==> src/rtl/apb_arch.svh <==
// ============================================================================
//  apb_arch.svh
//  Bus width definitions shared by the APB register slave slice.
//  Rev 1.0
// ============================================================================
`ifndef APB_ARCH_SVH
`define APB_ARCH_SVH
`default_nettype none

`define DATA_WIDTH 32
`define ADDR_WIDTH 32
`define STRB_SIZE  (`DATA_WIDTH/8)

`default_nettype wire
`endif

==> src/rtl/apb_pkg.sv <==
// ============================================================================
//  apb_pkg
//  FSM state encoding and wait-counter width for the APB register slave.
//  Rev 1.0
// ============================================================================
`default_nettype none

package apb_pkg;

    localparam int c_cnt_w = 4;

    typedef enum logic [0:0] {
        IDLE   = 1'b0,
        ACCESS = 1'b1
    } apb_state_e;

endpackage

`default_nettype wire

==> src/rtl/apb_reg_slave_if.sv <==
// ============================================================================
//  apb_reg_slave_if
//  APB bus bundle with master and slave views.
//  Rev 1.0
// ============================================================================
`include "apb_arch.svh"
`default_nettype none

interface apb_reg_slave_if #(
    parameter int ADDR_WIDTH = `ADDR_WIDTH,
    parameter int DATA_WIDTH = `DATA_WIDTH
);
    logic                    sel;
    logic                    enable;
    logic                    write;
    logic [DATA_WIDTH/8-1:0] strb;
    logic [ADDR_WIDTH-1:0]   addr;
    logic [DATA_WIDTH-1:0]   wdata;
    logic                    ready;
    logic                    slverr;
    logic [DATA_WIDTH-1:0]   rdata;

    modport master (
        output sel, enable, write, strb, addr, wdata,
        input  ready, slverr, rdata
    );

    modport slave (
        input  sel, enable, write, strb, addr, wdata,
        output ready, slverr, rdata
    );
endinterface

`default_nettype wire

==> src/rtl/apb_reg_file.sv <==
// ============================================================================
//  apb_reg_file
//  Byte-strobed register array; slot 0 has no storage and reads as zero.
//  Rev 1.0
// ============================================================================
`include "apb_arch.svh"
`default_nettype none

module apb_reg_file #(
    parameter int DATA_WIDTH = `DATA_WIDTH,
    parameter int NUM_REGS   = 16
) (
    input  logic                           clk,
    input  logic                           rst,
    input  logic                           i_wr_en,
    input  logic [$clog2(NUM_REGS)-1:0]    i_idx,
    input  logic [DATA_WIDTH/8-1:0]        i_strb,
    input  logic [DATA_WIDTH-1:0]          i_wdata,
    output logic [DATA_WIDTH-1:0]          o_rdata,
    output logic [NUM_REGS*DATA_WIDTH-1:0] o_regs
);
    localparam int c_idx_w  = $clog2(NUM_REGS);
    localparam int c_strb_w = DATA_WIDTH/8;

    logic [DATA_WIDTH-1:0] regs_q [1:NUM_REGS-1];
    logic [DATA_WIDTH-1:0] regs_d [1:NUM_REGS-1];

    always_comb begin
        regs_d  = regs_q;
        o_rdata = '0;
        for (int i = 1; i < NUM_REGS; i++) begin
            if (i_idx == c_idx_w'(i)) begin
                o_rdata = regs_q[i];
                if (i_wr_en) begin
                    for (int b = 0; b < c_strb_w; b++) begin
                        if (i_strb[b]) begin
                            regs_d[i][8*b +: 8] = i_wdata[8*b +: 8];
                        end
                    end
                end
            end
        end
    end

    always_ff @(posedge clk) begin
        for (int i = 1; i < NUM_REGS; i++) begin
            if (rst) begin
                regs_q[i] <= '0;
            end else begin
                regs_q[i] <= regs_d[i];
            end
        end
    end

    generate
        for (genvar g = 0; g < NUM_REGS; g++) begin : g_flat
            if (g == 0) begin : g_zero
                assign o_regs[0 +: DATA_WIDTH] = '0;
            end else begin : g_slot
                assign o_regs[g*DATA_WIDTH +: DATA_WIDTH] = regs_q[g];
            end
        end
    endgenerate

endmodule

`default_nettype wire

==> src/rtl/apb_reg_slave.sv <==
// ============================================================================
//  apb_reg_slave
//  APB slave with programmable wait states over a strobed register window;
//  register 0 returns a live status word.
//  Rev 1.0
// ============================================================================
`include "apb_arch.svh"
`default_nettype none

module apb_reg_slave
    import apb_pkg::*;
#(
    parameter int                    DATA_WIDTH  = `DATA_WIDTH,
    parameter int                    ADDR_WIDTH  = `ADDR_WIDTH,
    parameter int                    NUM_REGS    = 16,
    parameter int                    WAIT_STATES = 0,
    parameter logic [ADDR_WIDTH-1:0] BASE_ADDR   = '0
) (
    input  logic                           clk,
    input  logic                           rst,
    apb_reg_slave_if.slave                 bus,
    input  logic [DATA_WIDTH-1:0]          status_in,
    output logic [NUM_REGS*DATA_WIDTH-1:0] reg_q
);
    localparam int                    c_idx_w     = $clog2(NUM_REGS);
    localparam logic [ADDR_WIDTH-1:0] c_win_bytes = ADDR_WIDTH'(4*NUM_REGS);

    apb_state_e         state_q, state_d;
    logic [c_cnt_w-1:0] cnt_q, cnt_d;

    logic [ADDR_WIDTH-1:0] w_offset;
    logic                  w_in_range;
    logic [c_idx_w-1:0]    w_idx;
    logic                  w_idx_zero;
    logic                  w_ready;
    logic                  w_wr_en;
    logic [DATA_WIDTH-1:0] w_rf_rdata;

    assign w_offset   = bus.addr - BASE_ADDR;
    assign w_in_range = (bus.addr >= BASE_ADDR) && (w_offset < c_win_bytes);
    assign w_idx      = w_offset[c_idx_w+1:2];
    assign w_idx_zero = (w_idx == '0);

    // Gated by rst so a transfer caught mid-flight by reset never completes.
    assign w_ready = !rst && (state_q == ACCESS) && bus.sel && bus.enable
                     && (cnt_q == '0);
    assign w_wr_en = w_ready && bus.write && w_in_range && !w_idx_zero;

    assign bus.ready  = w_ready;
    assign bus.slverr = w_ready && (!w_in_range || (bus.write && w_idx_zero));
    assign bus.rdata  = (w_ready && !bus.write && w_in_range)
                        ? (w_idx_zero ? status_in : w_rf_rdata)
                        : '0;

    always_comb begin
        state_d = state_q;
        cnt_d   = cnt_q;
        case (state_q)
            IDLE: begin
                if (bus.sel && !bus.enable) begin
                    state_d = ACCESS;
                    cnt_d   = c_cnt_w'(WAIT_STATES);
                end
            end
            ACCESS: begin
                if (!bus.sel) begin
                    state_d = IDLE;
                    cnt_d   = '0;
                end else if (bus.enable) begin
                    if (cnt_q != '0) begin
                        cnt_d = cnt_q - c_cnt_w'(1);
                    end else begin
                        state_d = IDLE;
                    end
                end
            end
            default: begin
                state_d = IDLE;
                cnt_d   = '0;
            end
        endcase
    end

    always_ff @(posedge clk) begin
        if (rst) begin
            state_q <= IDLE;
            cnt_q   <= '0;
        end else begin
            state_q <= state_d;
            cnt_q   <= cnt_d;
        end
    end

    apb_reg_file #(
        .DATA_WIDTH (DATA_WIDTH),
        .NUM_REGS   (NUM_REGS)
    ) u_reg_file (
        .clk     (clk),
        .rst     (rst),
        .i_wr_en (w_wr_en),
        .i_idx   (w_idx),
        .i_strb  (bus.strb),
        .i_wdata (bus.wdata),
        .o_rdata (w_rf_rdata),
        .o_regs  (reg_q)
    );

endmodule

`default_nettype wire

==> src/flat_wrapper.sv <==
// flat-port wrapper written by rule: the top's interface ports become plain ports
module apb_reg_slave_flat import apb_pkg::*;
#(
    parameter int                    DATA_WIDTH  = `DATA_WIDTH,
    parameter int                    ADDR_WIDTH  = `ADDR_WIDTH,
    parameter int                    NUM_REGS    = 16,
    parameter int                    WAIT_STATES = 0,
    parameter logic [ADDR_WIDTH-1:0] BASE_ADDR   = '0
)
  (clk, rst, status_in, reg_q, bus_sel, bus_enable, bus_write, bus_strb, bus_addr, bus_wdata, bus_ready, bus_slverr, bus_rdata);
  apb_reg_slave_if #(.ADDR_WIDTH(ADDR_WIDTH), .DATA_WIDTH(DATA_WIDTH)) bus_i ();
  input  logic clk;
  input  logic rst;
  input  logic [DATA_WIDTH-1:0] status_in;
  output logic [NUM_REGS*DATA_WIDTH-1:0] reg_q;
  input wire logic [$bits(bus_i.sel)-1:0] bus_sel;
  input wire logic [$bits(bus_i.enable)-1:0] bus_enable;
  input wire logic [$bits(bus_i.write)-1:0] bus_write;
  input wire logic [$bits(bus_i.strb)-1:0] bus_strb;
  input wire logic [$bits(bus_i.addr)-1:0] bus_addr;
  input wire logic [$bits(bus_i.wdata)-1:0] bus_wdata;
  output wire logic [$bits(bus_i.ready)-1:0] bus_ready;
  output wire logic [$bits(bus_i.slverr)-1:0] bus_slverr;
  output wire logic [$bits(bus_i.rdata)-1:0] bus_rdata;
  assign bus_i.sel = bus_sel;
  assign bus_i.enable = bus_enable;
  assign bus_i.write = bus_write;
  assign bus_i.strb = bus_strb;
  assign bus_i.addr = bus_addr;
  assign bus_i.wdata = bus_wdata;
  assign bus_ready = bus_i.ready;
  assign bus_slverr = bus_i.slverr;
  assign bus_rdata = bus_i.rdata;
  apb_reg_slave #(.DATA_WIDTH(DATA_WIDTH), .ADDR_WIDTH(ADDR_WIDTH), .NUM_REGS(NUM_REGS), .WAIT_STATES(WAIT_STATES), .BASE_ADDR(BASE_ADDR)) u_core (.clk(clk), .rst(rst), .bus(bus_i), .status_in(status_in), .reg_q(reg_q));
endmodule
==> config.mk <==
export PLATFORM = sky130hd
export DESIGN_NAME = apb_reg_slave_flat
export DESIGN_NICKNAME = d
export VERILOG_FILES = /design/src/rtl/apb_pkg.sv /design/src/rtl/apb_reg_slave_if.sv /design/src/rtl/apb_reg_file.sv /design/src/rtl/apb_reg_slave.sv /design/src/flat_wrapper.sv
export VERILOG_INCLUDE_DIRS = /design/src /design/src/rtl
export SDC_FILE = /design/constraint.sdc
export NUM_CORES = 1
export LEC_CHECK = 0
export CAP_MARGIN = 20
export CORE_AREA = 2 2 251 253
export CTS_BUF_LIST = sky130_fd_sc_hd__clkbuf_8
export CTS_CLUSTER_SIZE = 25
export DETAILED_ROUTE_END_ITERATION = 8
export DIE_AREA = 0 0 253 255
export GPL_ROUTABILITY_DRIVEN = 0
export GPL_TIMING_DRIVEN = 0
export HOLD_SLACK_MARGIN = 0.15
export PLACE_DENSITY = 0.65
export SYNTH_ARGS = -nofsm -noshare
export SYNTH_HDL_FRONTEND = slang
export SYNTH_SLANG_ARGS = --single-unit
export TNS_END_PERCENT = 10
==> constraint.sdc <==
create_clock -name clk -period 7.95 [get_ports clk]
set_input_delay 0.795 -clock clk [delete_from_list [all_inputs] [get_ports clk]]
set_output_delay 0.795 -clock clk [all_outputs]
set_load 0.02 [all_outputs]
==> impl_metrics.py <==
metrics = {
    "drt": {
        "dr.pass1.iters": 9,
        "drt_iter0_drc": 3717,
        "vias_per_cell": 6.09,
        "num_vias": 24400,
        "avgRoutedWirePerCell_um": 35.1,
        "antenna_left": 0,
        "post-route-drc-count": 0,
        "drt-total-wl_um": 140000,
    },
    "die": {
        "die_h_um": 255,
        "initial_core_util_pct": 37.2,
        "io_pins": 651,
        "core_area_mm2": 0.0622,
        "dieArea_mm2": 0.0645,
        "fp.dieW_um": 253,
        "std_cell_rows": 92,
    },
    "timing": {
        "max_freq_mhz": 141,
        "rsz0062_at_grt": "no",
        "period_needed_ns": 7.12,
        "fin_skew_ns": 0.0164,
        "fin_crit_sh_pct": 89.5,
        "slew_headroom_pct": 10.3,
        "finalSetupTns_ns": 0,
        "fin_ws_ns": 0.833,
        "worstMarginPinSlew_ns": 1.34,
        "setup_viol": 0,
        "slew_violations": 0,
        "hold_violations": 0,
    },
    "logic_synthesis": {
        "synth-seq-cells": 485,
        "synth_area_leaders": "dfxtp_1 42%, mux2i_1 23%, nor2_1 8.7%",
        "synth_area_per_cell_um2": 9.63,
        "synth.top_cell.area_share_pct": 42.0,
        "ys.flop_type": "dfxtp_1",
        "synthCells": 2399,
        "ys_types": 72,
        "yosysWarnings": 0,
        "syn_area_mm2": 0.0231,
        "seq_area_frac_synth_pct": 42.0,
        "yosys.area.top_type": "dfxtp_1",
        "synth_edf_count": 0,
        "async_flop_share_pct": 0,
    },
    "global_routing": {
        "grt_pass1_vias": 23200,
        "antenna_found_initial": 3,
        "grt-ovfl-total": 0,
        "grt_start_max_net_pins": 12,
        "grt.total_usage_pct": 41.8,
        "grt_pass1_wl_um": 187000,
    },
    "cts": {
        "clk_pin_slew_ns": 0.06,
        "cts_tree": "yes",
        "cts_resized": 0,
        "worstSkewPairLatency_ns": 0.70,
        "cts_hold_buf": 0,
        "clock-root-buffer": "clkbuf_8",
        "clockBufferDepth": 3,
        "cts_setup_buffers": 0,
        "cts_buffers": 82,
        "clock-sinks": 485,
        "cts_max_level": 3,
    },
    "placed_design": {
        "hpwlAfterDp_um": 107000,
        "numPortBuffers": 609,
        "place_ws_ns": 1.18,
        "postPlaceCellArea_mm2": 0.0304,
    },
    "worst_setup_path": {
        "arrival_ns": 6.32,
        "worstSetupPathType": "primary input to primary output",
        "crit_required_ns": 7.15,
        "startpoint_type": "primary input",
        "r2r_start": "u_core.cnt_q[0]$_SDFFE_PP0P_",
        "end_kind": "primary output",
        "r2r_slack_ns": 4.87,
        "path_max_fanout": 10,
        "crit_path_start": "bus_addr[3]",
    },
    "status": {
        "status": "complete, no violations",
    },
    "power": {
        "ir_worst_vdd_uv": 111,
        "powerDensity_mw_per_mm2": 167,
        "cellLeakagePower_nw": 14.7,
    },
    "finish": {
        "fin_nets": 3242,
        "most-common-layout-cells": "609 x clkdlybuf4s50_1, 539 x mux2i_1, 534 x nor2_1",
        "design_area_mm2": 0.0322,
        "nFillCells": 5789,
        "mostFrequentLayoutCell": "clkdlybuf4s50_1",
        "drive_gt1_share_pct": 9.53,
        "area_growth_pct": 39.5,
    },
    "flow_run": {
        "max-cap-violations": 0,
    },
    "worst_hold_path": {
        "hp-class": "register to register",
        "min_from": "u_core.state_q$_SDFF_PP0_",
    },
}
[flip-flops by register name, summed over array words and instances, names as in the netlist]
register and cells:
u_core.state_q 1, u_core.u_reg_file.o_regs 480, u_core.cnt_q 4
[per-layer routing]
layer  GRT usage (%)  wire (µm)
met4            26.8      10700
met1            49.4      50200
met5               0         11
met3            18.1      20700
met2            62.1      58700
[report_power, final]
part | internal [mW] | switching [mW]
clock network | 1.27 | 1.14
logic | 0.133 | 0.401
registers | 2.43 | 0.000246
[final cells by class]
type | count | area [µm²] | share of cell area, %
Buffer | 217 | 1110 | 3.45
Timing Repair Buffer | 622 | 6290 | 19.5
Antenna cell | 1 | 2.50 | 0.00776
Clock buffer | 107 | 1470 | 4.57
Sequential cell | 485 | 9710 | 30.1
Clock inverter | 42 | 255 | 0.792
Tap cell | 799 | 1000 | 3.10
Inverter | 6 | 22.5 | 0.0699
Multi-Input combinational cell | 1722 | 12400 | 38.4
[through the flow]
stage	cells	hold slack [ns]	total power [mW]	utilization [%]
floorplan	2430	0.471	2.71	-
global placement	3838	0.484	2.97	48.8
detailed placement	3842	0.498	2.97	48.9
CTS	3991	0.507	5.31	51.7
global route	4000	0.532	5.45	51.9
finish	4001	0.511	5.38	51.9
[worst max-delay path, stage by stage]
cell	delay, ns
clkdlybuf4s50_1	0.73
clkbuf_1	0.59
buf_2	0.46
clkbuf_1	0.94
nand3b_1	0.86
nor2_1	0.31
a211oi_1	0.09
o221ai_1	0.12
o221ai_1	0.30
a21oi_1	0.43
clkdlybuf4s50_1	0.69
[cells in the mapped netlist, drive strengths merged (12+ instances only)]
library cell,instances
a221oi,21
nor2b,14
a22o,12
o21ai,77
a22oi,42
a21oi,108
nand2,43
a21o,14
a211oi,15
clkbuf,144
o221ai,32
nand3,65
dfxtp,485
o22ai,27
buf,73
mux2,14
nand2b,14
mux2i,539
nor2,549
[kinds of logic after synthesis]
logic type / Yosys count / synth area share [%]
AOI/OAI and AO/OA: 401 / 11.5
adders and majority gates: 1 / 0.0541
buffers and inverters: 223 / 4.91
DFF: 485 / 42.0
muxes: 558 / 24.5
other: 1 / 0.0162
and+or+nand+nor: 730 / 17.0
[path summary, 6_finish.rpt]
check | end | depth (start not counted)
worst min-delay path | u_core.state_q$_SDFF_PP0_ | 2
worst min register to register | u_core.state_q$_SDFF_PP0_ | 2
worst max register to register | u_core.u_reg_file.o_regs[125]$_SDFFE_PP0P_ | 10
worst max-delay path | bus_rdata[7] | 11
(Power assumes the default switching activity.)
